<file path="src/rtl/palu_pkg.sv">
// palu_pkg: shared definitions for the sequential partial ALU.
//   - 3-bit opcode encodings (OP_ADD .. OP_SHL)
//   - control FSM state encoding (ST_IDLE / ST_BUSY / ST_DONE)
package palu_pkg;

  localparam logic [2:0] OP_ADD = 3'd0;
  localparam logic [2:0] OP_NOT = 3'd1;
  localparam logic [2:0] OP_AND = 3'd2;
  localparam logic [2:0] OP_OR  = 3'd3;
  localparam logic [2:0] OP_SUB = 3'd4;
  localparam logic [2:0] OP_XOR = 3'd5;
  localparam logic [2:0] OP_MUL = 3'd6;
  localparam logic [2:0] OP_SHL = 3'd7;

  typedef enum logic [1:0] {
    ST_IDLE = 2'd0,
    ST_BUSY = 2'd1,
    ST_DONE = 2'd2
  } state_t;

endpackage

</file>
<file path="src/rtl/palu_iter.sv">
// palu_iter: iterative datapath for the two multi-cycle opcodes.
//   MUL: 2*WIDTH-bit shift-add accumulator, one partial product per cycle,
//        LSB-first over b, WIDTH iterations.
//   SHL: shift register moving a left one bit per cycle, b[SHW-1:0] steps,
//        with a sticky flag for any 1 shifted out of the MSB.
// Ports:
//   clk, rst   clock, asynchronous active-high reset (control only)
//   start      load operands and begin iterating (on the acceptance edge)
//   op_is_mul  1 = multiply, 0 = shift left (sampled with start)
//   a, b       operands (sampled with start)
//   done       the coming clock edge performs the final iteration
//   result     value after the final iteration (valid while done=1)
//   ovf        flag after the final iteration (valid while done=1)
module palu_iter #(
  parameter int WIDTH = 8,
  parameter int SHW   = $clog2(WIDTH)
) (
  input  logic             clk,
  input  logic             rst,
  input  logic             start,
  input  logic             op_is_mul,
  input  logic [WIDTH-1:0] a,
  input  logic [WIDTH-1:0] b,
  output logic             done,
  output logic [WIDTH-1:0] result,
  output logic             ovf
);

  // One extra bit so the counter can hold WIDTH itself for MUL.
  localparam int CW = SHW + 1;

  logic [CW-1:0]        cnt_q, cnt_d;
  logic                 mul_q, mul_d;
  logic [2*WIDTH-1:0]   acc_q, acc_d;
  logic [2*WIDTH-1:0]   mcand_q, mcand_d;
  logic [WIDTH-1:0]     mplier_q, mplier_d;
  logic [WIDTH-1:0]     sh_q, sh_d;
  logic                 shovf_q, shovf_d;

  logic [2*WIDTH-1:0]   acc_step;
  logic [WIDTH-1:0]     sh_step;
  logic                 shovf_step;
  logic                 active;

  assign active = (cnt_q != '0);

  // Value each register takes on an iteration; also drives result/ovf so the
  // final iteration's outcome is visible in the same cycle it is registered.
  assign acc_step   = mplier_q[0] ? (acc_q + mcand_q) : acc_q;
  assign sh_step    = {sh_q[WIDTH-2:0], 1'b0};
  assign shovf_step = shovf_q | sh_q[WIDTH-1];

  always_comb begin
    cnt_d    = cnt_q;
    mul_d    = mul_q;
    acc_d    = acc_q;
    mcand_d  = mcand_q;
    mplier_d = mplier_q;
    sh_d     = sh_q;
    shovf_d  = shovf_q;
    if (start) begin
      cnt_d    = op_is_mul ? CW'(WIDTH) : CW'(b[SHW-1:0]);
      mul_d    = op_is_mul;
      acc_d    = '0;
      mcand_d  = {{WIDTH{1'b0}}, a};
      mplier_d = b;
      sh_d     = a;
      shovf_d  = 1'b0;
    end else if (active) begin
      // Both paths step together; only the one selected by mul_q is reported.
      cnt_d    = cnt_q - CW'(1);
      acc_d    = acc_step;
      mcand_d  = {mcand_q[2*WIDTH-2:0], 1'b0};
      mplier_d = {1'b0, mplier_q[WIDTH-1:1]};
      sh_d     = sh_step;
      shovf_d  = shovf_step;
    end
  end

  always_ff @(posedge clk or posedge rst) begin
    if (rst) begin
      cnt_q <= '0;
      mul_q <= 1'b0;
    end else begin
      cnt_q <= cnt_d;
      mul_q <= mul_d;
    end
  end

  // Datapath registers carry no reset: nothing reads them unless cnt_q != 0,
  // and cnt_q is cleared by reset.
  always_ff @(posedge clk) begin
    acc_q    <= acc_d;
    mcand_q  <= mcand_d;
    mplier_q <= mplier_d;
    sh_q     <= sh_d;
    shovf_q  <= shovf_d;
  end

  assign done   = (cnt_q == CW'(1));
  assign result = mul_q ? acc_step[WIDTH-1:0] : sh_step;
  assign ovf    = mul_q ? (|acc_step[2*WIDTH-1:WIDTH]) : shovf_step;

endmodule

</file>
<file path="src/rtl/palu_seq.sv">
// palu_seq: registered partial ALU with valid/ready handshakes on both sides.
// One operation in flight at a time; single-cycle ops complete on the
// acceptance edge, MUL and non-zero SHL run through palu_iter.
// Ports:
//   clk, rst            clock, asynchronous active-high reset
//   in_valid/in_ready   operand handshake (accept on in_valid & in_ready)
//   a, b, sel           operands and opcode; b[SHW-1:0] is the SHL amount
//   out_valid/out_ready result handshake
//   f, ovf, zero        result, overflow/carry/borrow flag, f==0 flag
//   busy                multi-cycle operation in progress
module palu_seq
  import palu_pkg::*;
#(
  parameter int WIDTH = 8,
  parameter int SHW   = $clog2(WIDTH)
) (
  input  logic             clk,
  input  logic             rst,
  input  logic             in_valid,
  output logic             in_ready,
  input  logic [WIDTH-1:0] a,
  input  logic [WIDTH-1:0] b,
  input  logic [2:0]       sel,
  output logic             out_valid,
  input  logic             out_ready,
  output logic [WIDTH-1:0] f,
  output logic             ovf,
  output logic             zero,
  output logic             busy
);

  state_t           state_q, state_d;
  logic [WIDTH-1:0] f_q, f_d;
  logic             ovf_q, ovf_d;
  logic             zero_q, zero_d;

  logic             accept;
  logic             needs_iter;
  logic             iter_start;
  logic             iter_done;
  logic [WIDTH-1:0] iter_result;
  logic             iter_ovf;
  logic [WIDTH:0]   alu_res;

  // Single-cycle result as {ovf, f}. SHL only lands here with a zero shift
  // amount, so it passes a through unchanged.
  function automatic logic [WIDTH:0] alu_single(input logic [2:0]       op,
                                                input logic [WIDTH-1:0] x,
                                                input logic [WIDTH-1:0] y);
    logic [WIDTH:0] r;
    r = '0;
    case (op)
      OP_ADD: r = {1'b0, x} + {1'b0, y};
      OP_NOT: r = {1'b0, ~y};
      OP_AND: r = {1'b0, x & y};
      OP_OR:  r = {1'b0, x | y};
      OP_SUB: r = {(x < y), x - y};
      OP_XOR: r = {1'b0, x ^ y};
      OP_SHL: r = {1'b0, x};
      default: r = '0;
    endcase
    return r;
  endfunction

  // in_ready is gated by rst so nothing can be accepted while reset is held.
  assign in_ready   = (state_q == ST_IDLE) && !rst;
  assign accept     = in_valid && in_ready;
  assign needs_iter = (sel == OP_MUL) || ((sel == OP_SHL) && (b[SHW-1:0] != '0));
  assign alu_res    = alu_single(sel, a, b);

  palu_iter #(
    .WIDTH (WIDTH),
    .SHW   (SHW)
  ) u_iter (
    .clk       (clk),
    .rst       (rst),
    .start     (iter_start),
    .op_is_mul (sel == OP_MUL),
    .a         (a),
    .b         (b),
    .done      (iter_done),
    .result    (iter_result),
    .ovf       (iter_ovf)
  );

  always_comb begin
    state_d    = state_q;
    f_d        = f_q;
    ovf_d      = ovf_q;
    zero_d     = zero_q;
    iter_start = 1'b0;
    case (state_q)
      ST_IDLE: begin
        if (accept) begin
          if (needs_iter) begin
            iter_start = 1'b1;
            state_d    = ST_BUSY;
          end else begin
            f_d     = alu_res[WIDTH-1:0];
            ovf_d   = alu_res[WIDTH];
            zero_d  = (alu_res[WIDTH-1:0] == '0);
            state_d = ST_DONE;
          end
        end
      end
      ST_BUSY: begin
        if (iter_done) begin
          f_d     = iter_result;
          ovf_d   = iter_ovf;
          zero_d  = (iter_result == '0);
          state_d = ST_DONE;
        end
      end
      ST_DONE: begin
        if (out_ready) state_d = ST_IDLE;
      end
      default: state_d = ST_IDLE;
    endcase
  end

  always_ff @(posedge clk or posedge rst) begin
    if (rst) begin
      state_q <= ST_IDLE;
      f_q     <= '0;
      ovf_q   <= 1'b0;
      zero_q  <= 1'b0;
    end else begin
      state_q <= state_d;
      f_q     <= f_d;
      ovf_q   <= ovf_d;
      zero_q  <= zero_d;
    end
  end

  assign out_valid = (state_q == ST_DONE);
  assign busy      = (state_q == ST_BUSY);
  assign f         = f_q;
  assign ovf       = ovf_q;
  assign zero      = zero_q;

endmodule

</file>
<file path="config.mk">
export PLATFORM = sky130hd
export DESIGN_NAME = palu_seq
export DESIGN_NICKNAME = d
export VERILOG_FILES = /design/src/rtl/palu_pkg.sv /design/src/rtl/palu_iter.sv /design/src/rtl/palu_seq.sv
export SDC_FILE = /design/constraint.sdc
export NUM_CORES = 1
export LEC_CHECK = 0
export ABC_AREA = 1
export CORE_MARGIN = 5
export CORE_UTILIZATION = 64
export DETAILED_ROUTE_END_ITERATION = 10
export PLACE_DENSITY = 0.86
export RECOVER_POWER = 100
export SLEW_MARGIN = 20
export SYNTH_ARGS = -nofsm -noshare
export SYNTH_HDL_FRONTEND = slang
export SYNTH_SLANG_ARGS = --single-unit
</file>
<file path="constraint.sdc">
create_clock -name clk -period 4.5 [get_ports clk]
set_clock_uncertainty 0.1 [all_clocks]
set_input_delay 0.45 -clock clk [delete_from_list [all_inputs] [get_ports clk]]
set_output_delay 0.45 -clock clk [all_outputs]
set_load 0.01 [all_outputs]
</file>
---- After elaboration in Yosys (flattened, before gate mapping) ----
Cells that the tools add are included.
word-level totals
  bits in registers ....................... 66
  latch bits .............................. 0
  bits in writable memories ............... 0
  memory bits (read-only) ................. 0
  bits of input ports ..................... 23
  output and inout port bits .............. 13
  logic and storage cells ................. 85
  memories kept ........................... 0
operators by class
  $add $sub $neg .......................... 4
  multipliers ............................. 0
  divide/modulo/power cells ............... 0
  order comparisons ....................... 1
  eq/ne operators ......................... 14
  shift-type cells ........................ 0
  mux-type cells .......................... 33
  bitwise gates (word level) .............. 5
  reductions and logical operators ........ 16
operators by type and width
  cell                                                                     number
  8-bit two-way mux                                                        10
  9-bit case mux with 7 select lines                                       1
  16-bit adder                                                             1
  8-bit zero test                                                          2
  16-bit two-way mux                                                       1
  8-bit case mux with 2 select lines                                       1
  3-bit equality test, second input constant                               4
  4-bit two-way mux                                                        3
  1-bit two-way mux                                                        10
  8-bit by 8-bit adder with 9-bit output                                   1
  8-bit bitwise AND                                                        1
  8-bit less-than comparator                                               1
  2-bit two-way mux                                                        4
  8-bit NOT                                                                1
  8-bit OR                                                                 1
  8-bit OR reduction                                                       1
  8-bit subtractor                                                         1
  8-bit XOR                                                                1
  3-bit by 2-bit equality test with 1-bit output, second input constant    2
  2-bit case mux with 3 select lines                                       1
  4-bit by 1-bit equality test with 1-bit output, second input constant    1
  2-bit by 1-bit inequality test with 1-bit output, second input constant  2
  2-bit inequality test, second input constant                             2
  1-bit case mux with 2 select lines                                       2
  other kinds (15)                                                         18

---- Longest topological paths before layout ----
Gate-level depths: netlist of the first run.
  depth after elaboration ................. 7
  mapped depth ............................ 18
  mapped depth without buffers ............ 18

---- Hierarchy ----
From an unflattened synthesis of the first run, not the netlist that was laid out.
second synthesis, totals
  cell total of the unflattened synthesis .. 753
  area total of the unflattened synthesis .. 4913.5 um2
by module, submodules not included
  module     times used  cells an instance  area an instance (um2)  seq. area each (um2)
  palu_iter  1           423                2945.3                  1106.1
  palu_seq   1           330                1968.1                  300.3

---- Worst setup path after synthesis of the first run ----
OpenSTA, ideal clock, no wires.
  path type ............................... register to register
  start point ............................. reg u_iter.sh_q[0] (netlist name)
  end point ............................... reg ovf_q (netlist: ovf)
  setup time .............................. 0.116 ns
  arrival ................................. 1.953 ns
  data required time ...................... 4.284 ns
  setup slack ............................. 2.330 ns
  cell stages (with the launch flop) ...... 19
  buffers on the path ..................... 0
  clock period less this slack ............ 2.170 ns
  cell sequence ........................... edfxtp_1 -> ha_1 -> fa_1 -> nand2_1 -> nand2_1 -> nand3b_1 -> nand2_1 -> nand2_1 -> nand2_1 -> nand2_1 -> nand3_1 -> nand2_1 -> nand2_1 -> nor2_1 -> nand2_1 -> nand2_1 -> nand2_1 -> nand2_1 -> nand2_1
RTL lines
  item                    RTL line         RTL
  end signal: assignment  palu_seq.sv:130  ovf_q <= ovf_d;
  end: declaration        palu_seq.sv:34   logic ovf_q, ovf_d;

---- Final worst setup path of the first run ----
  start point ............................. in sel[1]
  end point ............................... reg u_iter.cnt_q[0]
on the way
  longest elaborated chain between the ends .. 7
  elaborated cells between the ends (all ways) .. 10
  those cells by class .................... 2 x eq/ne; 5 x mux; 3 x reduce/logical
ends and longest elaborated chain
  item                                                     RTL line         RTL
  start: declaration                                       palu_seq.sv:23   input logic [2:0] sel,
  3-bit equality test                                      palu_seq.sv:68   assign needs_iter = (sel == OP_MUL) || ((sel == OP_SHL) && (b[SHW-1:0] != '0));
  1-bit logical AND                                        palu_seq.sv:68
  1-bit logical OR                                         palu_seq.sv:68
  1-bit two-way mux                                        palu_seq.sv:95   if (needs_iter) begin
  1-bit two-way mux                                        palu_seq.sv:94   if (accept) begin
  1-bit two-way mux                                        palu_seq.sv:92   case (state_q)
  4-bit two-way mux or 2-bit nonzero test (tied branches)  --
  end signal: assignment                                   palu_iter.sv:85  cnt_q <= cnt_d;
  end: declaration                                         palu_iter.sv:32  logic [CW-1:0] cnt_q, cnt_d;
Several ways; a longest one is shown, not always the timed one.
A chain may end at the register's enable or synchronous reset.

==> summary.txt, run 1 <==
Timing
  – Max Clk Rate: 271 MHz
  – Final Max Tran Viols: 0
  – Final hold vios: 0
  – Final number of setup-violating endpoints: 0
  – Rel. slew slack: 0.320
  – Least-Margin Pin Slew: 1020 ps
  – Clock period minus worst slack: 3690 ps
  – Final Cycle Share: 0.821
  – Final setup TNS: 0 ps
  – RSZ-0062 raised after global routing: false

Die
  – Die width: 96.5 µm
  – # rows: 31
  – Initial Utilization: 0.660
  – Die height: 96.5 µm
  – Core area: 7250 µm²
  – Io pins: 36
  – Die ar.: 9310 µm²

Power and ir drop
  – Peak supply drop: 0.296 mV
  – Leakage: 0.00287 µW
  – PnR Total Power: 3620 µW
  – Cell Pwr Density: 671 nW/µm²

Layout
  – Most frequent cells in the layout: nand2_1 (200), inv_1 (115), nor2_1 (56), nand3_1 (56), ha_1 (42)
  – Cell Count, Final, Fillers Out: 851
  – Synthesis-to-layout area growth: 12.8%
  – # nets final: 815
  – Diode count: 0
  – Share of cells above drive strength 1: 0.0439
  – Design Area, Final: 5400 µm²
  – # fillers: 599
  – Most common cell after layout, fill and taps aside: nand2_1

Critical path
  – Critical path class: input pin to flip-flop
  – Reg2Reg Depth: 9
  – Critical path arrival: 3780 ps
  – Reg-to-reg critical path startpoint: state_q[0]
  – Reg2reg setup slack: 1190 ps
  – Critical Path Fanout Max: 34
  – RR Endpoint: u_iter.cnt_q[0]
  – Worst Setup End Kind: flip-flop
  – Startpoint types: input pin
  – CP required: 4590 ps

Worst hold path
  – WHS Path Cells: 2
  – Hold path endpoint: u_iter.shovf_q
  – Hold Crit Class: flip-flop to flip-flop
  – Hold path startpoint: u_iter.shovf_q

Global routing
  – Antenna violations before repair: 0
  – Vias in the first global route: 4973
  – Total gr overflow: 0
  – Largest net degree at the start of global routing: 35
  – Global-route wire length before repair: 22500 µm
  – GR Util All Layers: 0.313

Routing
  – Detail Route Antenna Nets: 0
  – DR WL/cell: 16.3 µm
  – First drt pass iteration count: 8
  – Drt total wl: 13900 µm
  – Final routed DRC violation total: 0
  – Vias/cell: 5.94
  – Vias: 5057
  – DRT iter0 DRCs: 349

Placed design
  – Port Buffers: 35
  – Placed insts: 835
  – Hpwl dp: 10600 µm
  – GPL Wtd Cong: 0.932
  – Post-DP Area: 5180 µm²

CTS
  – CTS Root Cell: clkbuf_8
  – Post-CTS Setup Bufs: 0
  – CTS buffer count: 9
  – Post-CTS sizing: 0
  – # clock sinks: 58
  – H-tree depth: 3
  – CTS Hold Bufs: 0
  – TritonCTS clock tree: done
  – Clock transition at path regs: 80 ps
  – Max clock buf depth: 2
  – Worst-Skew Late Latency: 340 ps

Logic synthesis
  – Area contributors post-synth: nand2_1 (16%), ha_1 (11%), dfxtp_1 (10%), edfxtp_1 (10%), dfrtp_1 (8.9%)
  – Post-Synthesis Cells: 718
  – Synth top area share: 0.156
  – Area leader, netlist: nand2_1
  – Post-Syn Nets: 786
  – YS warnings: 0
  – Register bit total from synthesis: 58
  – Count of cell types in the netlist: 37
  – Avg Inst Size Synth: 6.66 µm²
  – Seq/Total Area, Yosys: 0.294
  – Post-Syn Area: 4780 µm²

Run status
  – Status: finished, final reports clean

Flow run
  – Max Cap Viol: 0
-- critical path, cell delays in order --
cell and delay, ps:
dlygate4sd3_1 650, inv_2 180, nor3_4 70, inv_1 90
o21ai_2 70, nand2_1 750, inv_2 200, nor2_2 580
inv_2 440, nand2_1 160, o21ai_0 120
-- registers in the layout, indices dropped and copies added, names as in the netlist --
signal	count
f	8
ovf	1
state_q	2
u_iter.acc_q	16
u_iter.cnt_q	4
u_iter.mcand_q	15
u_iter.mplier_q	8
u_iter.mul_q	1
u_iter.sh_q	1
u_iter.shovf_q	1
zero	1
-- stage by stage --
| step | hold slack [ps] | setup slack, ps | util |
|---|---|---|---|
| CTS | 386 | 1330 | 0.745 |
| detailed placement | 373 | 993 | 0.714 |
| global route | 409 | 504 | 0.744 |
| global placement | 366 | 1190 | 0.714 |
| floorplan | 276 | 2330 | - |
| finish | 387 | 805 | 0.744 |
-- area by class of cell --
cell class | instances | area [µm²] | share of cell area
clock buffers | 10 | 149 | 0.0276
flip-flops and latches | 58 | 1410 | 0.261
inverters | 120 | 450 | 0.0835
multi-input cells | 523 | 2840 | 0.527
repair buffers | 35 | 350 | 0.0649
clock inverters | 6 | 71.3 | 0.0132
well taps | 99 | 124 | 0.0230
-- where the power goes --
part / switching, µW / leakage, µW / internal [µW] / total (µW)
registers: 234 / 0.000601 / 820 / 1050
clock network: 241 / 0.000113 / 294 / 536
logic: 1290 / 0.00216 / 743 / 2030
-- layer usage --
layer  vias to the layer above  share of wire  global-route usage  wire [µm]
li1                       2404              -                   -          -
met1                      2331           0.39               0.336       5360
met2                       248           0.48               0.549       6670
met3                        74          0.070              0.0666        965
met4                         0          0.064               0.208        890
met5                         -              0                   0          0
-- cells by family (layout without fill, tap and decap cells) --
family	after synthesis	count (layout)	synth area share
adder cells (fa/ha/maj)	45	45	0.122
multiplexers	1	1	0.00209
flip-flops	58	58	0.294
AND/OR/NAND/NOR	354	354	0.320
buffers and inverters	137	171	0.111
AO/OA/AOI/OAI	118	118	0.142
XOR/XNOR	5	5	0.00915
-- synth_stat cells, drive strengths merged --
cell type / count
a22oi: 9
xor2: 3
nand3: 59
a21oi: 30
dfxtp: 25
mux2i: 1
nand3b: 6
a21boi: 1
ha: 42
o22ai: 24
clkbuf: 7
o21ai: 42
buf: 10
o21bai: 1
and2: 2
nand2: 200
nor3b: 1
a22o: 4
fa: 3
dfrtp: 17
nor3: 11
nor2: 57
or2: 7
o31ai: 2
xnor2: 2
edfxtp: 16
a31oi: 5
inv: 120
nand4: 11
-- how the worst max path moves through the flow --
stage | cells after the start | startpoint | endpoint
floorplan | 18 | u_iter.sh_q[0] | ovf
global placement | 9 | b[1] | u_iter.cnt_q[1]
detailed placement | 9 | b[1] | u_iter.cnt_q[0]
CTS | 9 | b[1] | u_iter.cnt_q[0]
global route | 11 | sel[1] | u_iter.cnt_q[0]
finish | 11 | sel[1] | u_iter.cnt_q[0]
Power figures use the tool's default switching activity.
==> run 2: changes to the inputs <==
--- a/config.mk
+++ b/config.mk
@@ -7,9 +7,9 @@
 export LEC_CHECK = 0
 export ABC_AREA = 1
 export CORE_MARGIN = 5
-export CORE_UTILIZATION = 64
+export CORE_UTILIZATION = 54
 export DETAILED_ROUTE_END_ITERATION = 10
-export PLACE_DENSITY = 0.86
+export PLACE_DENSITY = 0.77
 export RECOVER_POWER = 100
 export SLEW_MARGIN = 20
 export SYNTH_ARGS = -nofsm -noshare
==> constraint.sdc (replaced) <==
create_clock -name clk -period 3.06 [get_ports clk]
set_clock_uncertainty 0.1 [all_clocks]
set_input_delay 0.306 -clock clk [delete_from_list [all_inputs] [get_ports clk]]
set_output_delay 0.306 -clock clk [all_outputs]
set_load 0.01 [all_outputs]
==> run 2 against run 1 <==
  * Utilization decreased by 11 points
  * Clock power rose by 61%
  * Via count decreased by 5.1%
  * Sequential power grew 40%
  * Non-clock buffer count is 7 higher
  * Highest routed layer unchanged
  * Combinational power is 47% higher
  * Critical path depth stayed put
  * Final area increased by 1.6%
  * Global-route usage is 6.3 points lower
  * Worst setup slack got worse by 540 ps
  * Clock-buffer cell count did not move
==> summary.txt, run 2 (synthesized netlist as in run 1, its figures left out) <==
Power and ir drop
  – Psw: 2470 µW
  – Leakage: 0.00291 µW
  – Clock share of power: 0.163
  – Register share of total power: 0.277
  – Switching Fraction: 0.465
  – Internal: 2850 µW
  – Cell Pwr Density: 971 nW/µm²
  – Comb power frac: 0.560
  – Peak supply drop: 0.331 mV

Layout
  – Most frequent cells in the layout: nand2_1 (199), inv_1 (114), nor2_1 (56), nand3_1 (56), ha_1 (42)
  – Top reg by flops: u_iter.acc_q
  – Most common cell after layout, fill and taps aside: nand2_1
  – Diode count: 0
  – Max FFs per register: 16
  – Top flop regs: u_iter.acc_q x16, u_iter.mcand_q x15
  – Synthesis-to-layout area growth: 14.5%
  – # nets final: 822
  – Share of cells above drive strength 1: 0.0527

CTS
  – # clock sinks: 58
  – Max clock buf depth: 2
  – TritonCTS clock tree: done
  – CTS Hold Bufs: 0
  – Post-CTS sizing: 0
  – CTS buffer count: 9
  – Post-CTS Setup Bufs: 0
  – Worst-Skew Late Latency: 350 ps
  – H-tree depth: 3
  – Clock transition at path regs: 80 ps
  – CTS Root Cell: clkbuf_8

Timing
  – RSZ-0062 raised after global routing: false
  – Final Cycle Share: 0.912
  – Final worst slack: 268 ps
  – Final hold vios: 0
  – Least-Margin Pin Slew: 851 ps
  – Final number of setup-violating endpoints: 0
  – Final Max Tran Viols: 0
  – Rel. slew slack: 0.428
  – Max Clk Rate: 358 MHz
  – Final setup TNS: 0 ps
  – Clock period minus worst slack: 2790 ps

Global routing
  – Largest net degree at the start of global routing: 31
  – Vias in the first global route: 4692
  – GRT busiest layer: met2
  – Antenna violations before repair: 0
  – Met1 usage: 0.296
  – GR Util All Layers: 0.249
  – Total gr overflow: 0
  – Met2 Use GR: 0.437
  – Global-route wire length before repair: 22500 µm
  – Met3 Track Usage GR: 0.0391

Routing
  – Final routed DRC violation total: 0
  – DRT iter0 DRCs: 276
  – Vias: 4800
  – First drt pass iteration count: 5
  – Drt total wl: 13400 µm
  – Detail Route Antenna Nets: 0
  – DR WL/cell: 15.4 µm
  – Vias/cell: 5.54

Flow run
  – Max Cap Viol: 0

Critical path
  – Startpoint types: input pin
  – Critical path class: input pin to flip-flop
  – Critical path arrival: 2930 ps
  – CP required: 3190 ps
  – Critical Path Fanout Max: 10
  – Worst Setup End Kind: flip-flop

Die
  – Die height: 104 µm
  – Die ar.: 10800 µm²
  – Die width: 104 µm
  – Io pins: 36
  – Core area: 8680 µm²
  – Initial Utilization: 0.551
  – # rows: 34

Placed design
  – Hpwl dp: 10500 µm
  – GPL Wtd Cong: 0.960
  – Post-Place Worst Slack: 188 ps
  – Port Buffers: 35

Worst hold path
  – Hold Crit Class: flip-flop to flip-flop

Run status
  – Status: finished, final reports clean
[run 2: critical path, stage by stage]
cell	delay (ps)
clkdlybuf4s50_1	600
inv_2	110
nor3_1	700
inv_2	80
o21ai_2	100
nand2_2	130
nand2_1	110
clkbuf_1	480
a21oi_1	80
a21oi_1	160
inv_1	50
[run 2: layout make-up]
cell class	instances	area [µm²]
clock buffers	10	149
clock inverters	6	95.1
fillers	804	3200
inverters	120	450
multi-input cells	523	2840
flip-flops and latches	58	1410
well taps	108	135
repair buffers	42	409
[run 2: routing by layer]
layer	vias up	wire length, µm
li1	2428	-
met1	2173	5500
met2	168	6670
met3	31	766
met4	0	418
met5	-	0
[run 2: path summary, 6_finish.rpt]
kind,from,to,slack (ps),cells past startpoint
worst max-delay path,sel[1],u_iter.acc_q[1],270,11
worst min-delay path,f[3],f[3],380,2
worst max register to register,u_iter.sh_q[0],ovf,380,18
worst min register to register,f[3],f[3],380,2
max in group asynchronous,rst,ovf,1940,2
min in group asynchronous,rst,state_q[1],460,2
[run 2: metrics by stage]
step	instances	total power (µW)	area (µm²)	hold slack [ps]	utilization
2_1_floorplan	718	3630	4780	132	-
3_3_place_gp	851	4380	5260	363	0.606
3_5_place_dp	851	4460	5260	375	0.606
4_1_cts	867	5350	5500	366	0.634
5_1_grt	867	5810	5480	400	0.631
6_report	867	5320	5480	385	0.631
[run 2: power groups by stage]
stage               Combinational (µW)  Clock [µW]  Sequential [µW]
CTS                               3000         875             1480
floorplan                         2210           0             1420
global route                      3390         909             1510
detailed placement                2970           0             1490
finish                            2980         865             1470
global placement                  2890           0             1480
==> run 3: changes to the inputs <==
--- a/config.mk
+++ b/config.mk
@@ -9,9 +9,10 @@
 export CORE_MARGIN = 5
 export CORE_UTILIZATION = 54
 export DETAILED_ROUTE_END_ITERATION = 10
+export HOLD_SLACK_MARGIN = 0.1
 export PLACE_DENSITY = 0.77
 export RECOVER_POWER = 100
-export SLEW_MARGIN = 20
+export SLEW_MARGIN = 15
 export SYNTH_ARGS = -nofsm -noshare
 export SYNTH_HDL_FRONTEND = slang
 export SYNTH_SLANG_ARGS = --single-unit
==> results of run 3 <==
Final layout, timing and power as in run 2 (identical DEF).
